--- src/rtl/pair_input_conditioner.sv ---
// Two-line synchroniser plus pair debouncer feeding the i1/i2 recogniser.
// The pair is accepted as a unit, so no transient combination reaches i1/i2.
module pair_input_conditioner #(
  parameter int SYNC_STAGES   = 2,
  parameter int STABLE_CYCLES = 4
) (
  input  logic clk,
  input  logic rst,
  input  logic i1_raw,
  input  logic i2_raw,
  input  logic hold,
  output logic i1,
  output logic i2,
  output logic chg
);

  localparam int CW = $clog2(STABLE_CYCLES + 1);
  localparam logic [CW-1:0] CNT_LAST = CW'(STABLE_CYCLES - 1);

  logic [SYNC_STAGES-1:0] sy1_q;
  logic [SYNC_STAGES-1:0] sy2_q;
  logic [1:0]             s;

  logic [1:0]    cand_q;
  logic [1:0]    cand_d;
  logic [CW-1:0] cnt_q;
  logic [CW-1:0] cnt_d;
  logic [1:0]    out_q;
  logic [1:0]    out_d;
  logic          chg_q;
  logic          chg_d;

  always_ff @(posedge clk or posedge rst) begin
    if (rst) begin
      sy1_q <= '0;
      sy2_q <= '0;
    end else begin
      sy1_q <= {sy1_q[SYNC_STAGES-2:0], i1_raw};
      sy2_q <= {sy2_q[SYNC_STAGES-2:0], i2_raw};
    end
  end

  assign s = {sy1_q[SYNC_STAGES-1], sy2_q[SYNC_STAGES-1]};

  // Any synchronised change restarts qualification from zero.
  always_comb begin
    cand_d = cand_q;
    cnt_d  = '0;
    out_d  = out_q;
    chg_d  = 1'b0;
    if (s != cand_q) begin
      cand_d = s;
    end else if (hold) begin
      cnt_d = '0;
    end else if (cand_q == out_q) begin
      cnt_d = '0;
    end else if (cnt_q == CNT_LAST) begin
      out_d = cand_q;
      chg_d = 1'b1;
    end else begin
      cnt_d = cnt_q + CW'(1);
    end
  end

  always_ff @(posedge clk or posedge rst) begin
    if (rst) begin
      cand_q <= '0;
      cnt_q  <= '0;
      out_q  <= '0;
      chg_q  <= 1'b0;
    end else begin
      cand_q <= cand_d;
      cnt_q  <= cnt_d;
      out_q  <= out_d;
      chg_q  <= chg_d;
    end
  end

  assign i1  = out_q[1];
  assign i2  = out_q[0];
  assign chg = chg_q;

endmodule
--- config.mk ---
export PLATFORM = sky130hd
export DESIGN_NAME = pair_input_conditioner
export DESIGN_NICKNAME = d
export VERILOG_FILES = /design/src/rtl/pair_input_conditioner.sv
export SDC_FILE = /design/constraint.sdc
export NUM_CORES = 1
export LEC_CHECK = 0
export ABC_CLOCK_PERIOD_IN_PS = 2400
export CORE_AREA = 4 4 41 43
export CTS_CLUSTER_DIAMETER = 150
export DETAILED_ROUTE_END_ITERATION = 8
export DIE_AREA = 0 0 45 47
export GPL_ROUTABILITY_DRIVEN = 1
export MAX_ROUTING_LAYER = met4
export SETUP_SLACK_MARGIN = 0.02
export SYNTH_ARGS = -nofsm -noshare
export SYNTH_HDL_FRONTEND = slang
export SYNTH_SLANG_ARGS = --single-unit
--- constraint.sdc ---
create_clock -name clk -period 2.4 [get_ports clk]
set_input_delay 0.72 -clock clk [delete_from_list [all_inputs] [get_ports clk]]
set_output_delay 0.72 -clock clk [all_outputs]
set_load 0.01 [all_outputs]
Word-level counts from Yosys, hierarchy flattened
Index checks and enable logic that the tools add are counted.
Widths: inputs -> output; s select.
Word-level totals
  register bits after elaboration: 12
Operators by class
  multiplexer cells: 8
  reductions and logical operators: 1
  add/subtract/negate cells: 1
  equal/unequal tests: 3
  bitwise gates (word level): 3
Operators with widths (count)
  $mux 3: 4
  $mux 1: 4
  $reduce_and 4->1: 1
  $add 3x1->3 const B: 1
  $eq 3x2->1 const B: 1
  $not 1->1: 3
  $eq 2x2->1: 1
  $ne 2x2->1: 1

Longest topological paths before layout
Gate-level depths: netlist of run 1.
  word-level depth: 5
  mapped depth: 4
  mapped depth without buffers: 4

Least setup slack after synthesis of run 1
No wires, ideal clock.
  path type: input -> register
  from: in hold
  to: reg out_q[0]
  required time: 2.275 ns
  setup time: 0.125 ns
  slack: 0.924 ns
  stages: 3
  data arrival time: 1.351 ns
  cell sequence: nor3b_1 > o2111ai_1 > mux2_2
On the way
  cells in the longest elaborated chain, start to end: 2
RTL lines
  start: declaration: RTL line 11  | input logic hold,
  $not 1->1 (no line)
  $reduce_and 4->1 (no line)
  end signal: assignment: RTL line 74  | out_q <= out_d;
  end: declaration: RTL line 28  | logic [1:0] out_q;
Every way passes these cells.
A chain may end at the register's enable or synchronous reset.

Worst setup path in the final report of run 1
  from: reg out_q[1]
  to: out i1
RTL lines
  end: declaration: RTL line 12  | output logic i1,
No word-level cell between the ends.

==> results.md, run 1 <==
* Result of the run: complete, no violations
* Most instantiated cells after synthesis: dfrtp_1, inv_1, nor3b_1
* Initial drt markers at 2
* Worst min-delay path startpoint: sy2_q[0]$_DFF_PP0_
* Global-route wire length before repair at about 1.1 mm
* Finish-stage setup viols at 0
* Post-CTS Hold Buffers at 0
* Count of port buffers added during placement at 7
* Weighted congestion reported at the end of routability-driven placement at 0.638
* Largest area contributor in the synthesized netlist: dfrtp_1
* Crit end category: output pin
* Final cell utilization of the core at between 40% and 50%
* EDFF count, synth at 0
* Number of storage elements in the synthesis netlist at 12
* Worst path slowest cell: clkdlybuf4s50_1
* Count of yosys warnings during synthesis at 0
* Site Rows at 13
* Commonest register cell after synthesis: dfrtp_1
* Longest individual stage delay on the worst path at about 0.55 ns
* Final setup TNS at 0 ns
* Final hold violations at 0
* CTS tree: done
* Core box area at 0.00130 mm^2
* Worst-case hold path end point: sy2_q[1]$_DFF_PP0_
* Critical Path AT at about 1.2 ns
* Share of synthesized flip-flops with an asynchronous set or reset at 100%
* Clock Skews at between 0.0015 and 0.002 ns
* Cell Chain, Critical Path: clkdlybuf4s50_1
* Drt first pass iters at 3
* Share of layout cells above drive strength 1 at 15.0%
* Worst rel slew slack at 70.7%
* Register-to-register setup slack at 1.00 ns
* CP Buf/Inv Count at 1
* Area of all placed cells without fillers at about 560 um^2
* Worst-case reg-to-reg path depth at 4
* Maxcap violations at 0
* Total global routing overflow at 0
* Dpl cell area at 522 um^2
* Worst hold slack after final layout at ~0.36 ns
* Tot GR Track Use at 8.04%
* Routed wire length at between 500 and 600 um
* Met2 track demand over resource in global routing at around an eighth
* Crit Reg-Reg Endpoint: out_q[0]$_DFFE_PP0P_
* Area share of the largest cell type after synthesis at between 60% and 70%
* Number of antenna violations at the first check in global routing at 0
* Syn nets at 37
* Cell depth of the worst hold path at 0
* Number of distinct library cells after synthesis at 12
* Via density per instance at approximately 4.5
* Ant diodes at 0
* Number of remaining DRC errors at 0
* GR met1 Demand/Resource at under 10%
* Die outline area at around 0.0021 mm^2
* Insertion delay of the later-clocked pin in the worst-skew pair at between 0.2 and 0.3 ns
* Type of the setup path with the least slack: flip-flop to output pin
* Clock slew at reported path FFs at ~0.070 ns
* Fillers at about 120
* Sequential cell area fraction in the yosys report at approximately two thirds
* Launching point of the worst reg2reg path: cnt_q[0]$_DFF_PP0_
* Number of standard cells in the layout, taps in and fillers out at between 50 and 60
* Maximum net fanout on the critical path at 3
* Met3 usage at about 2.3%
* Die H at 47 um
* WL/cell at between 10 and 15 um
* Power per cell area at about 690 mW/mm^2
* Summed instance area of the synthesized netlist at approximately 450 um^2
* Busiest layer in global routing: met2
* Part of the cycle the worst path needs at 79.6%
* Maximum number of pins on one net before global-route repair at 13
* Setup crit start kind: flip-flop
* Post-route minimum period at 1.91 ns
* Class of the tightest hold or removal check: flip-flop to flip-flop
* Clk root buf: clkbuf_4
* Count of instances resized after the clock tree is built at 0
* Tightest Pin Transition at ~0.44 ns
* Leakage power at 0.000270 uW
* Leading cell types by total area after synthesis: dfrtp_1, mux2_2, nor3b_1
* Maximum buffer depth of the clock tree at 2
* Maximum level of the CTS H-tree at 1
* Number of clock buffers inserted by TritonCTS at 3
* Worst path top cell family by delay: buffers and inverters
* Post-CTS setup-driven buffer insertion count at 0
* Area added between synthesis and finish at 25.3%
* Vias in the first global route at roughly 300
* Most used standard cell by instance count after synthesis: dfrtp_1
* Max Fclk at 0.523 GHz
* Required time worst endpoint at roughly 1.7 ns
* Die boundary width at 45 um
* Clk sinks at 12
* Count of placed standard cells including taps at 51
* Number of antenna-violating nets in the routed design at 0
* Setup repair after global routing missed its margin: no
* Count of mapped cells out of synthesis at 31
* DR vias at approximately 250
* Layout net count at between 40 and 50
* Effective utilization at floorplan at between 30 and 40%
* Maximum resistive drop on vdd at between 0.3 and 0.4 mV
* I/O pin count at 8
* Max Transition Viols Final at 0
* Average size of a mapped cell at ~14 um^2
layer usage:
metal,part of all wire [%],up-vias
met2,54,6
li1,-,120
met1,39,119
met3,6.4,0
met4,0,0
met5,0,-
area by class of cell:
type | instances | area (um^2) | share of cell area (%)
repair buffers | 7 | 70.1 | 12.6
flip-flops and latches | 12 | 300 | 53.8
inverters | 3 | 11.3 | 2.02
clock buffers | 4 | 36.3 | 6.50
well taps | 15 | 18.8 | 3.36
multi-input cells | 14 | 121 | 21.7
where the power goes:
group / switching (uW) / leakage (uW) / internal, uW
clock network: 61.2 / 0.0000210 / 92.1
registers: 4.14 / 0.000153 / 208
logic: 8.73 / 0.0000958 / 10.5
total: 74.1 / 0.000270 / 311
cells in the final DEF, fill, tap and decap left out, drive strengths merged:
cell and count:
nor3 1, mux2 2, xor2 2, inv 3
o2111ai 2, xnor2 2, dfrtp 12, clkbuf 4
nor3b 3, ha 1, nor2b 1, clkdlybuf4s50 7
worst max-delay path by stage:
stage / from / to / slack, ns / cells after the start
floorplan: hold / out_q[0]$_DFFE_PP0P_ / 0.92 / 3
global placement: hold / out_q[1]$_DFFE_PP0P_ / 0.42 / 4
detailed placement: hold / out_q[0]$_DFFE_PP0P_ / 0.42 / 4
CTS: out_q[1]$_DFFE_PP0P_ / i1 / 0.47 / 1
global route: out_q[1]$_DFFE_PP0P_ / i1 / 0.43 / 1
finish: out_q[1]$_DFFE_PP0P_ / i1 / 0.49 / 1
through the flow:
step                setup WS [ns]  total power (uW)
finish                      0.489               385
global route                0.429               402
CTS                         0.467               393
detailed placement          0.417               237
global placement            0.424               235
floorplan                   0.924               228
flip-flops by register name, summed over array words and instances, names as in the netlist:
register  flops
cand_q        2
chg           1
sy2_q         2
cnt_q         3
out_q         2
sy1_q         2
kinds of logic (layout without fill, tap and decap cells):
logic type	after synthesis	after routing	share of synthesized area, %
DFF	12	12	67.4
and+or+nand+nor	5	5	7.58
buffers and inverters	5	14	5.34
xor gates and xnor gates	4	4	7.87
AOI/OAI and AO/OA	2	2	3.93
muxes	2	2	5.06
adders and majority gates	1	1	2.81
No activity file was read; power rests on OpenSTA's default activity.
==> run 2: changes to the inputs <==
--- a/config.mk
+++ b/config.mk
@@ -5,7 +5,7 @@
 export SDC_FILE = /design/constraint.sdc
 export NUM_CORES = 1
 export LEC_CHECK = 0
-export ABC_CLOCK_PERIOD_IN_PS = 2400
+export ABC_CLOCK_PERIOD_IN_PS = 1890
 export CORE_AREA = 4 4 41 43
 export CTS_CLUSTER_DIAMETER = 150
 export DETAILED_ROUTE_END_ITERATION = 8
==> constraint.sdc (replaced) <==
create_clock -name clk -period 1.89 [get_ports clk]
set_input_delay 0.567 -clock clk [delete_from_list [all_inputs] [get_ports clk]]
set_output_delay 0.567 -clock clk [all_outputs]
set_load 0.01 [all_outputs]
==> run 2 against run 1 <==
Count of clock-buffer cells in the layout is 1 lower. Total power is 14% higher. Register-to-register slack worse by 0.52 ns. Critical path type unchanged. Critical endpoint unchanged. Highest routed layer unchanged.
==> results.md, run 2 (synthesized netlist as in run 1, its figures left out) <==
* Number of clock buffers inserted by TritonCTS at 3 (unchanged)
* Type of the setup path with the least slack: flip-flop to output pin (unchanged)
* Die H at 47 um (unchanged)
* Total global routing overflow at 0 (unchanged)
* Maxcap violations at 0 (unchanged)
* Die outline area at 0.00212 mm^2 (unchanged)
* Drt first pass iters at 1 (was 3)
* Required time worst endpoint at 1.32 ns (was 1.68 ns)
* Critical Path AT at 1.18 ns (was 1.19 ns)
* Post-CTS Hold Buffers at 0 (unchanged)
* Initial drt markers at 0 (was 2)
* Count of instances resized after the clock tree is built at 0 (unchanged)
* Clock slew at reported path FFs at 0.07 ns (about the same)
* Via density per instance at 4.57 (was 4.45)
* Part of the cycle the worst path needs at a little over 90%
* Maximum number of pins on one net before global-route repair at 13 (unchanged)
* Ant diodes at 0 (unchanged)
* Maximum resistive drop on vdd at 0.395 mV (was 0.347 mV)
* Layout net count at 47 (unchanged)
* Register ranked first by flip-flop count: cnt_q (unchanged)
* Setup repair after global routing missed its margin: no (unchanged)
* Insertion delay of the later-clocked pin in the worst-skew pair at 0.26 ns (about the same)
* Register-to-register setup slack at 0.48 ns (was 1.00 ns)
* Number of remaining DRC errors at 0 (unchanged)
* Finish-stage setup viols at 0 (unchanged)
* Die boundary width at 45 um (unchanged)
* Result of the run: complete, no violations (unchanged)
* Commonest non-fill, non-tap cell in the layout: dfrtp_1 (unchanged)
* Setup crit start kind: flip-flop (unchanged)
* Placement Setup Slack at 0.0528 ns (was 0.417 ns)
* Met3 usage at 2.30% (unchanged)
* Max Transition Viols Final at 0 (unchanged)
* Share of layout cells above drive strength 1 at 12.8% (was 15.0%)
* Final hold violations at 0 (unchanged)
* Busiest layer in global routing: met2 (unchanged)
* Flip-flop count of the largest register after layout at 3 (unchanged)
* Tightest Pin Transition at 0.434 ns (was 0.439 ns)
* Maximum net fanout on the critical path at 3 (unchanged)
* Number of antenna-violating nets in the routed design at 0 (unchanged)
* Post-route minimum period at 1.75 ns
* Commonest cells after routing, fill and taps aside: dfrtp_1, clkdlybuf4s50_1, inv_1, nor3b_1, clkbuf_4 (unchanged)
* Leakage power at 0.000263 uW (was 0.000270 uW)
* Count of port buffers added during placement at 7 (unchanged)
* Core box area at 0.00130 mm^2 (unchanged)
* Cell Chain, Critical Path: clkdlybuf4s50_1 (unchanged)
* Clk root buf: clkbuf_4 (unchanged)
* Final setup TNS at 0 ns (unchanged)
* WL/cell at 11.1 um (was 10.5 um)
* Site Rows at 13 (unchanged)
* Post-layout worst setup margin at 0.143 ns (was 0.489 ns)
* CP Buf/Inv Count at 1 (unchanged)
* Worst path top cell family by delay: buffers and inverters (unchanged)
* Maximum level of the CTS H-tree at 1 (unchanged)
* Area added between synthesis and finish at 22.2% (was 25.3%)
* Routed wire length at 597 um (was 579 um)
* Worst rel slew slack at 71.0% (was 70.7%)
* DR vias at 247 (was 245)
* Power per cell area at 805 mW/mm^2 (was 690 mW/mm^2)
* Tot GR Track Use at 7.81% (was 8.04%)
* Effective utilization at floorplan at 34.2% (unchanged)
* Weighted congestion reported at the end of routability-driven placement at 0.616 (was 0.638)
* Max Fclk at about 0.57 GHz
* Class of the tightest hold or removal check: flip-flop to flip-flop (unchanged)
* Clk sinks at 12 (unchanged)
* Crit end category: output pin (unchanged)
* I/O pin count at 8 (unchanged)
* Vias in the first global route at 266 (was 295)
* GR met1 Demand/Resource at 6.70% (was 7.84%)
* Number of antenna violations at the first check in global routing at 0 (unchanged)
* CTS tree: done (unchanged)
* Met2 track demand over resource in global routing at 12.7% (was 13.0%)
* Global-route wire length before repair at 1.04 mm (was 1.12 mm)
* Fillers at 122 (unchanged)
* Clock Skews at 0.00365 ns (was 0.00180 ns)
* Worst path slowest cell: clkdlybuf4s50_1 (unchanged)
* Longest individual stage delay on the worst path at 0.55 ns (about the same)
* Maximum buffer depth of the clock tree at 2 (unchanged)
* Post-CTS setup-driven buffer insertion count at 0 (unchanged)
## run 2: cell types whose count changed in the layout (fill, tap and decap cells not counted)
cell / previous run / this run
clkbuf_8: 1 / 0
## run 2: path summary, 6_finish.rpt
path,start,end,depth (start not counted)
worst max register to register,cnt_q[0]$_DFF_PP0_,out_q[1]$_DFFE_PP0P_,4
max in group asynchronous,rst,cnt_q[0]$_DFF_PP0_,2
worst min-delay path,sy2_q[0]$_DFF_PP0_,sy2_q[1]$_DFF_PP0_,0
min in group asynchronous,rst,sy2_q[1]$_DFF_PP0_,2
worst min register to register,sy2_q[0]$_DFF_PP0_,sy2_q[1]$_DFF_PP0_,0
worst max-delay path,out_q[1]$_DFFE_PP0P_,i1,1
## run 2: metal layers
layer	part of all wire, %	vias to the layer above
met5	0	-
met4	0	0
met3	7.2	0
met2	55	6
met1	38	123
li1	-	118
## run 2: power by group
group / switching (uW) / total, uW / internal, uW
combinational: 11.1 / 24.3 / 13.2
sequential: 5.45 / 270 / 265
clock: 70.3 / 144 / 73.4
total: 86.9 / 438 / 351
## run 2: area by class of cell
class,count,area (um^2),area share [%]
Clock buffer,3,22.5,4.14
Inverter,3,11.3,2.07
Multi-Input combinational cell,14,121,22.3
Sequential cell,12,300,55.2
Tap cell,15,18.8,3.45
Timing Repair Buffer,7,70.1,12.9
## run 2: through the flow
step           total power (uW)  cells  util, %  cell area [um^2]  hold slack [ns]
6_report                    438     54     41.8               544            0.360
5_1_grt                     457     54     41.8               544            0.365
4_1_cts                     449     54     41.8               544            0.362
3_5_place_dp                300     51     40.1               522            0.346
3_3_place_gp                299     51     40.1               522            0.337
2_1_floorplan               289     31        -               445            0.331
==> run 3: changes to the inputs <==
--- a/config.mk
+++ b/config.mk
@@ -6,6 +6,7 @@
 export NUM_CORES = 1
 export LEC_CHECK = 0
 export ABC_CLOCK_PERIOD_IN_PS = 1890
+export CAP_MARGIN = 20
 export CORE_AREA = 4 4 41 43
 export CTS_CLUSTER_DIAMETER = 150
 export DETAILED_ROUTE_END_ITERATION = 8
==> results of run 3 <==
Final layout, timing and power as in run 2 (identical DEF).
